<file path="config.mk">
export PLATFORM = sky130hd
export DESIGN_NAME = axi_rd_slave_sram_flat
export DESIGN_NICKNAME = d
export VERILOG_FILES = /design/src/rtl/axi_rd_slave_sram_if.sv /design/src/rtl/axi_rd_slave_sram.sv /design/src/flat_wrapper.sv
export SDC_FILE = /design/constraint.sdc
export NUM_CORES = 1
export LEC_CHECK = 0
export BUFFER_PORTS_ARGS = -buffer_cell sky130_fd_sc_hd__buf_2
export CORE_MARGIN = 3
export CORE_UTILIZATION = 47
export CTS_BUF_LIST = sky130_fd_sc_hd__clkbuf_4 sky130_fd_sc_hd__clkbuf_8
export DETAILED_ROUTE_END_ITERATION = 6
export GPL_ROUTABILITY_DRIVEN = 0
export PLACE_DENSITY = 0.89
export SLEW_MARGIN = 30
export SYNTH_ARGS = -nofsm -noshare
export SYNTH_HDL_FRONTEND = slang
export SYNTH_SLANG_ARGS = --single-unit
</file>
<file path="constraint.sdc">
create_clock -name clk -period 3.75 [get_ports clk]
set_clock_uncertainty 0.15 [all_clocks]
set_input_delay 0.5625 -clock clk [delete_from_list [all_inputs] [get_ports clk]]
set_output_delay 0.5625 -clock clk [all_outputs]
set_load 0.05 [all_outputs]
</file>
<file path="src/rtl/axi_rd_slave_sram_if.sv">
// AXI4 read-channel bundle (AR + R) between interconnect master and SRAM read slave.
// Signal names follow the AXI channel names so the slave's port map reads like the bus.
interface axi_rd_slave_sram_if #(
  parameter int ID_W  = 8,
  parameter int LEN_W = 4
);
  logic [ID_W-1:0]  ARID;
  logic [31:0]      ARADDR;
  logic [LEN_W-1:0] ARLEN;
  logic [2:0]       ARSIZE;
  logic [1:0]       ARBURST;
  logic             ARVALID;
  logic             ARREADY;

  logic [ID_W-1:0]  RID;
  logic [31:0]      RDATA;
  logic [1:0]       RRESP;
  logic             RLAST;
  logic             RVALID;
  logic             RREADY;

  modport master (
    output ARID, ARADDR, ARLEN, ARSIZE, ARBURST, ARVALID,
    input  ARREADY,
    input  RID, RDATA, RRESP, RLAST, RVALID,
    output RREADY
  );

  modport slave (
    input  ARID, ARADDR, ARLEN, ARSIZE, ARBURST, ARVALID,
    output ARREADY,
    output RID, RDATA, RRESP, RLAST, RVALID,
    input  RREADY
  );
endinterface

</file>
<file path="src/rtl/axi_rd_slave_sram.sv">
// AXI4 read-only responder in front of a synchronous single-port SRAM; one burst in flight.
// Optional beat counter on rd_beats when AXI_RD_SLV_PERF_EN is defined (tied to zero otherwise).
module axi_rd_slave_sram #(
  parameter int ID_W    = 8,
  parameter int LEN_W   = 4,
  parameter int SRAM_AW = 14
) (
  input  logic               clk,
  input  logic               rst,
  axi_rd_slave_sram_if.slave bus,
  output logic               SRAM_CEB,
  output logic               SRAM_WEB,
  output logic [SRAM_AW-1:0] SRAM_A,
  input  logic [31:0]        SRAM_DO,
  output logic [31:0]        rd_beats
);

  typedef enum logic [1:0] {
    ST_IDLE  = 2'd0,
    ST_FETCH = 2'd1,
    ST_RESP  = 2'd2
  } state_t;

  localparam logic [1:0] RESP_OKAY   = 2'b00;
  localparam logic [1:0] RESP_SLVERR = 2'b10;

  // Control state (reset)
  state_t             r_state;
  logic               r_arready;
  logic               r_rvalid;
  logic               r_rlast;
  logic [ID_W-1:0]    r_rid;
  logic [1:0]         r_rresp;
  logic               r_ceb;
  logic [LEN_W-1:0]   r_cnt;

  // Burst context (no reset, only meaningful after an AR handshake)
  logic [ID_W-1:0]    r_id_lat;
  logic [SRAM_AW-1:0] r_addr;
  logic [LEN_W-1:0]   r_len;
  logic               r_fixed;
  logic               r_err;

  logic               w_ar_hs;
  logic               w_r_hs;
  logic               w_ar_err;
  logic               w_unused_addr;

  function automatic logic [SRAM_AW-1:0] f_next_addr(input logic [SRAM_AW-1:0] addr,
                                                     input logic               fixed);
    f_next_addr = fixed ? addr : addr + 1'b1;
  endfunction

  assign bus.ARREADY = r_arready & rst;
  assign bus.RVALID  = r_rvalid;
  assign bus.RLAST   = r_rlast;
  assign bus.RID     = r_rid;
  assign bus.RRESP   = r_rresp;
  // SRAM_DO holds until the next access, so RDATA stays stable under backpressure
  assign bus.RDATA   = r_err ? 32'h0 : SRAM_DO;

  assign SRAM_CEB = r_ceb;
  assign SRAM_WEB = 1'b1;
  assign SRAM_A   = r_addr;

  assign w_ar_hs  = bus.ARVALID & bus.ARREADY;
  assign w_r_hs   = r_rvalid & bus.RREADY;
  assign w_ar_err = (bus.ARSIZE != 3'b010) || bus.ARBURST[1];

  assign w_unused_addr = ^{bus.ARADDR[31:SRAM_AW+2], bus.ARADDR[1:0]};

  always_ff @(posedge clk) begin
    if (!rst) begin
      r_state   <= ST_IDLE;
      r_arready <= 1'b0;
      r_rvalid  <= 1'b0;
      r_rlast   <= 1'b0;
      r_rid     <= '0;
      r_rresp   <= RESP_OKAY;
      r_ceb     <= 1'b1;
      r_cnt     <= '0;
    end else begin
      case (r_state)
        ST_IDLE: begin
          r_arready <= 1'b1;
          if (w_ar_hs) begin
            r_arready <= 1'b0;
            r_cnt     <= '0;
            r_ceb     <= w_ar_err;
            r_state   <= ST_FETCH;
          end
        end
        ST_FETCH: begin
          r_ceb    <= 1'b1;
          r_rvalid <= 1'b1;
          r_rlast  <= (r_cnt == r_len);
          r_rid    <= r_id_lat;
          r_rresp  <= r_err ? RESP_SLVERR : RESP_OKAY;
          r_state  <= ST_RESP;
        end
        ST_RESP: begin
          if (w_r_hs) begin
            r_rvalid <= 1'b0;
            r_rlast  <= 1'b0;
            if (r_rlast) begin
              r_arready <= 1'b1;
              r_state   <= ST_IDLE;
            end else begin
              r_cnt   <= r_cnt + 1'b1;
              r_ceb   <= r_err;
              r_state <= ST_FETCH;
            end
          end
        end
        default: begin
          r_state <= ST_IDLE;
        end
      endcase
    end
  end

  // Burst context capture and per-beat address advance
  always_ff @(posedge clk) begin
    if (w_ar_hs) begin
      r_id_lat <= bus.ARID;
      r_addr   <= bus.ARADDR[SRAM_AW+1:2];
      r_len    <= bus.ARLEN;
      r_fixed  <= (bus.ARBURST == 2'b00);
      r_err    <= w_ar_err;
    end else if ((r_state == ST_RESP) && w_r_hs && !r_rlast) begin
      r_addr <= f_next_addr(r_addr, r_fixed);
    end
  end

`ifdef AXI_RD_SLV_PERF_EN
  logic [31:0] r_rd_beats;

  function automatic logic [31:0] f_sat_inc(input logic [31:0] v);
    f_sat_inc = (v == 32'hFFFF_FFFF) ? v : v + 32'd1;
  endfunction

  always_ff @(posedge clk) begin
    if (!rst) begin
      r_rd_beats <= '0;
    end else if (w_r_hs) begin
      r_rd_beats <= f_sat_inc(r_rd_beats);
    end
  end

  assign rd_beats = r_rd_beats;
`else
  assign rd_beats = 32'h0;
`endif

endmodule

</file>
<file path="src/flat_wrapper.sv">
// flat-port wrapper written by rule: the top's interface ports become plain ports
module axi_rd_slave_sram_flat 
#(
  parameter int ID_W    = 8,
  parameter int LEN_W   = 4,
  parameter int SRAM_AW = 14
)
  (clk, rst, SRAM_CEB, SRAM_WEB, SRAM_A, SRAM_DO, rd_beats, bus_ARID, bus_ARADDR, bus_ARLEN, bus_ARSIZE, bus_ARBURST, bus_ARVALID, bus_ARREADY, bus_RID, bus_RDATA, bus_RRESP, bus_RLAST, bus_RVALID, bus_RREADY);
  axi_rd_slave_sram_if #(.ID_W(ID_W), .LEN_W(LEN_W)) bus_i ();
  input  logic clk;
  input  logic rst;
  output logic SRAM_CEB;
  output logic SRAM_WEB;
  output logic [SRAM_AW-1:0] SRAM_A;
  input  logic [31:0] SRAM_DO;
  output logic [31:0] rd_beats;
  input wire logic [$bits(bus_i.ARID)-1:0] bus_ARID;
  input wire logic [$bits(bus_i.ARADDR)-1:0] bus_ARADDR;
  input wire logic [$bits(bus_i.ARLEN)-1:0] bus_ARLEN;
  input wire logic [$bits(bus_i.ARSIZE)-1:0] bus_ARSIZE;
  input wire logic [$bits(bus_i.ARBURST)-1:0] bus_ARBURST;
  input wire logic [$bits(bus_i.ARVALID)-1:0] bus_ARVALID;
  output wire logic [$bits(bus_i.ARREADY)-1:0] bus_ARREADY;
  output wire logic [$bits(bus_i.RID)-1:0] bus_RID;
  output wire logic [$bits(bus_i.RDATA)-1:0] bus_RDATA;
  output wire logic [$bits(bus_i.RRESP)-1:0] bus_RRESP;
  output wire logic [$bits(bus_i.RLAST)-1:0] bus_RLAST;
  output wire logic [$bits(bus_i.RVALID)-1:0] bus_RVALID;
  input wire logic [$bits(bus_i.RREADY)-1:0] bus_RREADY;
  assign bus_i.ARID = bus_ARID;
  assign bus_i.ARADDR = bus_ARADDR;
  assign bus_i.ARLEN = bus_ARLEN;
  assign bus_i.ARSIZE = bus_ARSIZE;
  assign bus_i.ARBURST = bus_ARBURST;
  assign bus_i.ARVALID = bus_ARVALID;
  assign bus_ARREADY = bus_i.ARREADY;
  assign bus_RID = bus_i.RID;
  assign bus_RDATA = bus_i.RDATA;
  assign bus_RRESP = bus_i.RRESP;
  assign bus_RLAST = bus_i.RLAST;
  assign bus_RVALID = bus_i.RVALID;
  assign bus_i.RREADY = bus_RREADY;
  axi_rd_slave_sram #(.ID_W(ID_W), .LEN_W(LEN_W), .SRAM_AW(SRAM_AW)) u_core (.clk(clk), .rst(rst), .bus(bus_i), .SRAM_CEB(SRAM_CEB), .SRAM_WEB(SRAM_WEB), .SRAM_A(SRAM_A), .SRAM_DO(SRAM_DO), .rd_beats(rd_beats));
endmodule
</file>
== After elaboration in Yosys (flattened, before gate mapping) ==
Index checks and enable logic that the tools add are counted.
Word-level totals
  bits in registers: 48
  input bits: 85
  output and inout bits: 93
Cells by class
  add/subtract/negate cells: 2
  equality and inequality tests: 9
  muxes and demuxes: 24
  bitwise gates (word level): 3
  reductions and logical operators: 16
Operator list (count)
  two-way mux 14 bit: 3
  two-way mux 32 bit: 1
  adder 14 x 1 -> 14 bit (second input constant): 1
  two-way mux 4 bit: 3
  two-way mux 1 bit: 8
  case mux 4 bit (2 select lines): 1
  AND reduction 4 bit: 2
  two-way mux 2 bit: 3
  != test 2 x 1 -> 1 bit (second input constant): 3
  case mux 1 bit (2 select lines): 3
  case mux 2 bit (3 select lines): 1
  AND reduction 2 bit: 3
  nonzero test 2 bit: 3
  adder 4 x 1 -> 4 bit (second input constant): 1
  == test 4 bit: 1
  logical NOT 2 bit: 2
  != test 2 bit (second input constant): 2
  AND 1 bit: 3
  != test 3 x 2 -> 1 bit (second input constant): 1
  case mux 1 bit (3 select lines): 1
  AND reduction 3 bit: 1
  nonzero test 3 bit: 1
  == test 2 x 1 -> 1 bit (second input constant): 1
  == test 2 bit (second input constant): 1
  3 further kinds: 4

== Logic depth before layout (Yosys ltp) ==
  depth after elaboration: 5
  gate-level depth with buffers: 7
  gate-level depth less buffers: 6

== Worst setup path before layout ==
No wires, ideal clock.
  path kind: register to register
  start point: register u_core.r_rvalid, in the netlist u_core.bus.RVALID
  end point: register u_core.r_addr[0], in the netlist u_core.SRAM_A[0], enable pin
  arrival: 1.987 ns
  required time: 3.196 ns
  setup slack: 1.208 ns
  cell stages (with the launch flop): 3
  buffers on the path: 0
  period minus slack after synthesis: 2.542 ns
  cells stage by stage: dfxtp_1 -> nand4b_1 -> o21ai_0
Between the ends
  word-level cells in the longest chain between the ends: 5
Ends and longest elaborated chain
  from (decl): RTL line axi_rd_slave_sram.sv:30  | logic r_rvalid;
  from (signal assigned): RTL line axi_rd_slave_sram.sv:76  | r_rvalid <= 1'b0;
  from (signal assigned): RTL line axi_rd_slave_sram.sv:95  | r_rvalid <= 1'b1;
  from (signal assigned): RTL line axi_rd_slave_sram.sv:103  | r_rvalid <= 1'b0;
  AND 1 bit: RTL line axi_rd_slave_sram.sv:67  | assign w_r_hs = r_rvalid & bus.RREADY;
  logical AND 1 bit (2 in a row): RTL line axi_rd_slave_sram.sv:130  | end else if ((r_state == ST_RESP) && w_r_hs && !r_rlast) begin
  nonzero test 2 bit (no line)
  AND reduction 2 bit (no line)
  to (signal assigned): RTL line axi_rd_slave_sram.sv:126  | r_addr <= bus.ARADDR[SRAM_AW+1:2];
  to (signal assigned): RTL line axi_rd_slave_sram.sv:131  | r_addr <= f_next_addr(r_addr, r_fixed);
  to (decl): RTL line axi_rd_slave_sram.sv:39  | logic [SRAM_AW-1:0] r_addr;
No other way between the ends.
A chain may end at the register's enable or synchronous reset.

== Worst setup path after layout ==
  start point: register u_core.r_err
  end point: output bus_RDATA[18]
Between the ends
  word-level cells in the longest chain between the ends: 1
Ends and longest elaborated chain
  from (decl): RTL line axi_rd_slave_sram.sv:42  | logic r_err;
  from (signal assigned): RTL line axi_rd_slave_sram.sv:129  | r_err <= w_ar_err;
  two-way mux 32 bit: RTL line axi_rd_slave_sram.sv:60  | assign bus.RDATA = r_err ? 32'h0 : SRAM_DO;
  to (decl): RTL line flat_wrapper.sv:25  | output wire logic [$bits(bus_i.RDATA)-1:0] bus_RDATA;
No other way between the ends.

==> results.md <==
Power and ir drop:
- Summed over all cells, the static leakage comes to 1.52 nW.
- Power spread over the standard cell area amounts to 492 nW/µm².
- The combinational cell fraction of total power is 0.424.
- The part of the total power dissipated in the clock network is 0.173.
- The share of power burned in registers is 0.403.
- The switching part of the total is 0.416.
- The internal power contribution is 969 µW.
- The total power of the final layout is 1.66 mW.
- The net switching component of the power is 691 µW.
- The largest vdd supply drop is 0.383 mV.

Global routing:
- For this run, the total global-route usage over all layers was measured as 0.178.
- The pin count of the biggest net entering global routing is 39.
- The total congestion overflow after global routing is 0.
- The via count of the first global-routing pass was 2046.
- The number of antenna violations at the first check in global routing is 0.
- The first global-routing pass estimated 9330 µm of wire.

Clocking:
- The clock latency reported for the late side of the worst-skew pair is 290 ps.
- Buffers inserted to repair hold after CTS numbered 0.
- The CTS buffer count is 5.
- In this run the post-CTS setup repair buffer count came out at 0.
- The cell sitting at the root of the clock tree is a clkbuf_8.
- The number of resized instances in the post-cts repair step is 0.
- In this run the deepest clock path goes through 2 buffers.
- After clock tree synthesis, the clock-pin slew on the worst setup and hold paths is 80 ps.
- The number of clock sinks seen by CTS is 47.
- The H-tree was split into 2 levels.
- TritonCTS built the clock tree.

Route:
- The detail route stage leaves a number of antenna-violating nets equal to 0.
- The wire length per cell after detailed routing is 12.9 µm.
- The number of vias per cell after detailed routing is 4.64.
- The number of detailed-route iterations in the first pass is 4.
- In the routed design, unresolved DRC markers number 0.
- The top routing layer in use is met4.
- The total vias in the final route is 2163.
- The routed length on met1 is 2440 µm.
- The detailed router finished its first iteration with 50 violations.
- The met2 wire length is 3170 µm.
- The routed design uses 386 µm of met3 wire.
- For this block, the routed nets add up to 6020 µm of wire.

Floorplanning:
- The total number of placement rows is 27.
- In this run the count of I/O pins placed on the die edge is 178.
- In this run the standard cell core region covers 5570 µm².
- The die is 82.3 µm tall.
- The initial standard-cell utilization of the core is 0.491.
- The horizontal die dimension is 82.3 µm.
- The die covers 6770 µm².

Synthesis:
- Dividing the synthesized area by the synthesized cell count gives 10.1 µm².
- For this run, asynchronously set or reset flops after synthesis account for 0.
- Among all flip-flop cells after synthesis, the most frequent one is edfxtp_1.
- The synthesized instance count is 271.
- The number of warning messages in the yosys log is 0.
- Synthesis instantiated 41 different standard cells from the library.
- For this run, the register share of the synthesized area comes to 0.446.
- The cell area after technology mapping is 2740 µm².
- In this run, synthesis produced a sequential element count of 47.
- The number of enable flip-flop cells after synthesis is 28.

Timing:
- The number of failing hold endpoints at the final stage is 0.
- Setup repair after global routing left no endpoint under its margin.
- The time the final worst path needs with I/O delays and setup is 2320 ps.
- Setup total negative slack on the finished layout was measured at 0 ps.
- The final number of max-transition violations is 0.
- Headroom to the max-slew limit came out at 0.564.
- The post-route fraction of the period consumed by the critical path is 0.619.
- The actual slew at the worst max-slew pin is 652 ps.
- Timing would allow up to 430 MHz.
- Setup violations remaining at the end of the flow were counted as 0.

Cells and area:
- The library cells used most frequently in the layout, excluding fill and tap cells, are 125 x buf_2, 44 x nor2b_1, 34 x conb_1.
- The sequential cells in the finished layout cover a total of 1220 µm².
- The filler cells instantiated in the layout total 482.
- At the end of the flow, the number of nets in the layout was 484.
- The final antenna diode count is 0.
- The post-route cell area is 3370 µm².
- The fraction of layout cells with a size suffix above 1 is 0.371.
- The area growth from synthesis to layout is 23.2%.
- The leading cell type in the layout, fill and taps excluded is buf_2.
- The multi-input combinational cells in the finished layout cover a total of 1300 µm².

Setup path:
- The critical-path cell with the highest stage delay is edfxtp_1.
- For this run, the slowest stage of the critical path takes 660 ps.
- The start-to-end type of the worst setup path is flip-flop to primary output.
- Walking the worst path, the cells encountered are buf_6 > nor2b_1 > buf_2.
- The required arrival time at the worst endpoint is 3040 ps.
- Of all nets on the critical path, the largest fanout is 20.
- The critical path data arrival time is 1610 ps.
- The kind of start point of the critical path is a flip-flop.
- STA classifies the critical path endpoint as a primary output.

Job:
- Across the run, the number of max-cap violations was 0.

Hold path:
- The classification of the worst-slack hold path is primary input to flip-flop.

Outcome:
- The flow ran to the end, and the final reports show no timing, DRC or antenna violations.

Placement:
- The post-detailed-placement half-perimeter wirelength is 4740 µm.
- The cell area after placement is 3280 µm².
- Buffers placed on the I/O ports in this run total 125.
-- logic make-up after synthesis --
kind of cell	synth area share
xor+xnor	0.0512
compound gates	0.0860
simple gates	0.219
buf+inv	0.123
mux	0.0439
fa+ha+maj	0.0274
other cells	0.00275
flops	0.446
-- registers in the layout (all words and copies together) (netlist names) --
signal	cells
u_core.SRAM_A	14
u_core.bus.RID	8
u_core.r_id_lat	8
u_core.r_cnt	4
u_core.r_len	4
u_core.r_state	2
u_core.SRAM_CEB	1
u_core.bus.RLAST	1
u_core.bus.RRESP	1
u_core.bus.RVALID	1
u_core.r_arready	1
u_core.r_err	1
u_core.r_fixed	1
-- layout make-up --
| class | count | area share |
|---|---|---|
| clock buffer | 5 | 0.0204 |
| clock inverter | 3 | 0.00445 |
| inverter | 7 | 0.00780 |
| multi-input combinational | 204 | 0.385 |
| sequential | 47 | 0.362 |
| tap | 72 | 0.0267 |
| timing repair buffer | 128 | 0.193 |
-- metal layers --
| metal | up-vias | track usage |
|---|---|---|
| li1 | 1086 | - |
| met2 | 76 | 0.328 |
| met4 | 0 | 0.0432 |
| met1 | 997 | 0.210 |
| met5 | - | 0 |
| met3 | 4 | 0.0369 |
-- critical path: cells and delay by family (launching register included) --
kind                   cells  cell delay, ps
DFF                        1             660
buffers and inverters      2             540
and+or+nand+nor            1             120
-- Yosys cell counts (all sizes together), types with 2 or more instances --
master  count  share of area
a21boi      3          0.012
a21oi       7          0.016
a32o        2         0.0073
and2        4         0.0091
buf        39           0.10
clkbuf      6         0.0087
conb        2         0.0027
dfxtp      19           0.14
edfxtp     28           0.31
ha          6          0.027
inv         7         0.0096
mux2i      12          0.044
nand2      24          0.033
nand2b      5          0.011
nand3       6          0.011
nand4       2         0.0069
nor2        6         0.0082
nor2b      44           0.10
nor3        5         0.0091
nor4        3          0.014
o21ai      15          0.027
xnor2      12          0.038
xor2        4          0.013
-- power groups by stage --
stage | Combinational (mW) | Clock, mW | Sequential, mW
after detailed placement | 0.706 | 0 | 0.681
after global routing | 0.763 | 0.323 | 0.678
after floorplan | 0.455 | 0 | 0.813
after CTS | 0.708 | 0.297 | 0.670
after global placement | 0.693 | 0 | 0.677
final | 0.704 | 0.287 | 0.669
-- metrics by stage --
| stage | setup WS [ps] | std cells | util | hold slack (ps) |
|---|---|---|---|---|
| 2_1_floorplan | 1210 | 303 | - | 329 |
| 3_3_place_gp | 1430 | 457 | 0.588 | 331 |
| 3_5_place_dp | 1340 | 457 | 0.588 | 349 |
| 4_1_cts | 1350 | 465 | 0.603 | 279 |
| 5_1_grt | 1320 | 466 | 0.605 | 269 |
| 6_report | 1430 | 466 | 0.605 | 291 |
-- worst paths after layout --
path                            from                  to  slack (ps)  cells after the start
hold reg to reg   u_core.r_id_lat[6]   u_core.bus.RID[6]         360                      2
setup reg to reg   u_core.r_state[0]     u_core.r_cnt[2]        1760                      6
hold / removal           bus_ARID[4]  u_core.r_id_lat[4]         290                      1
setup / recovery        u_core.r_err       bus_RDATA[18]        1430                      3
Power figures use the tool's default switching activity.
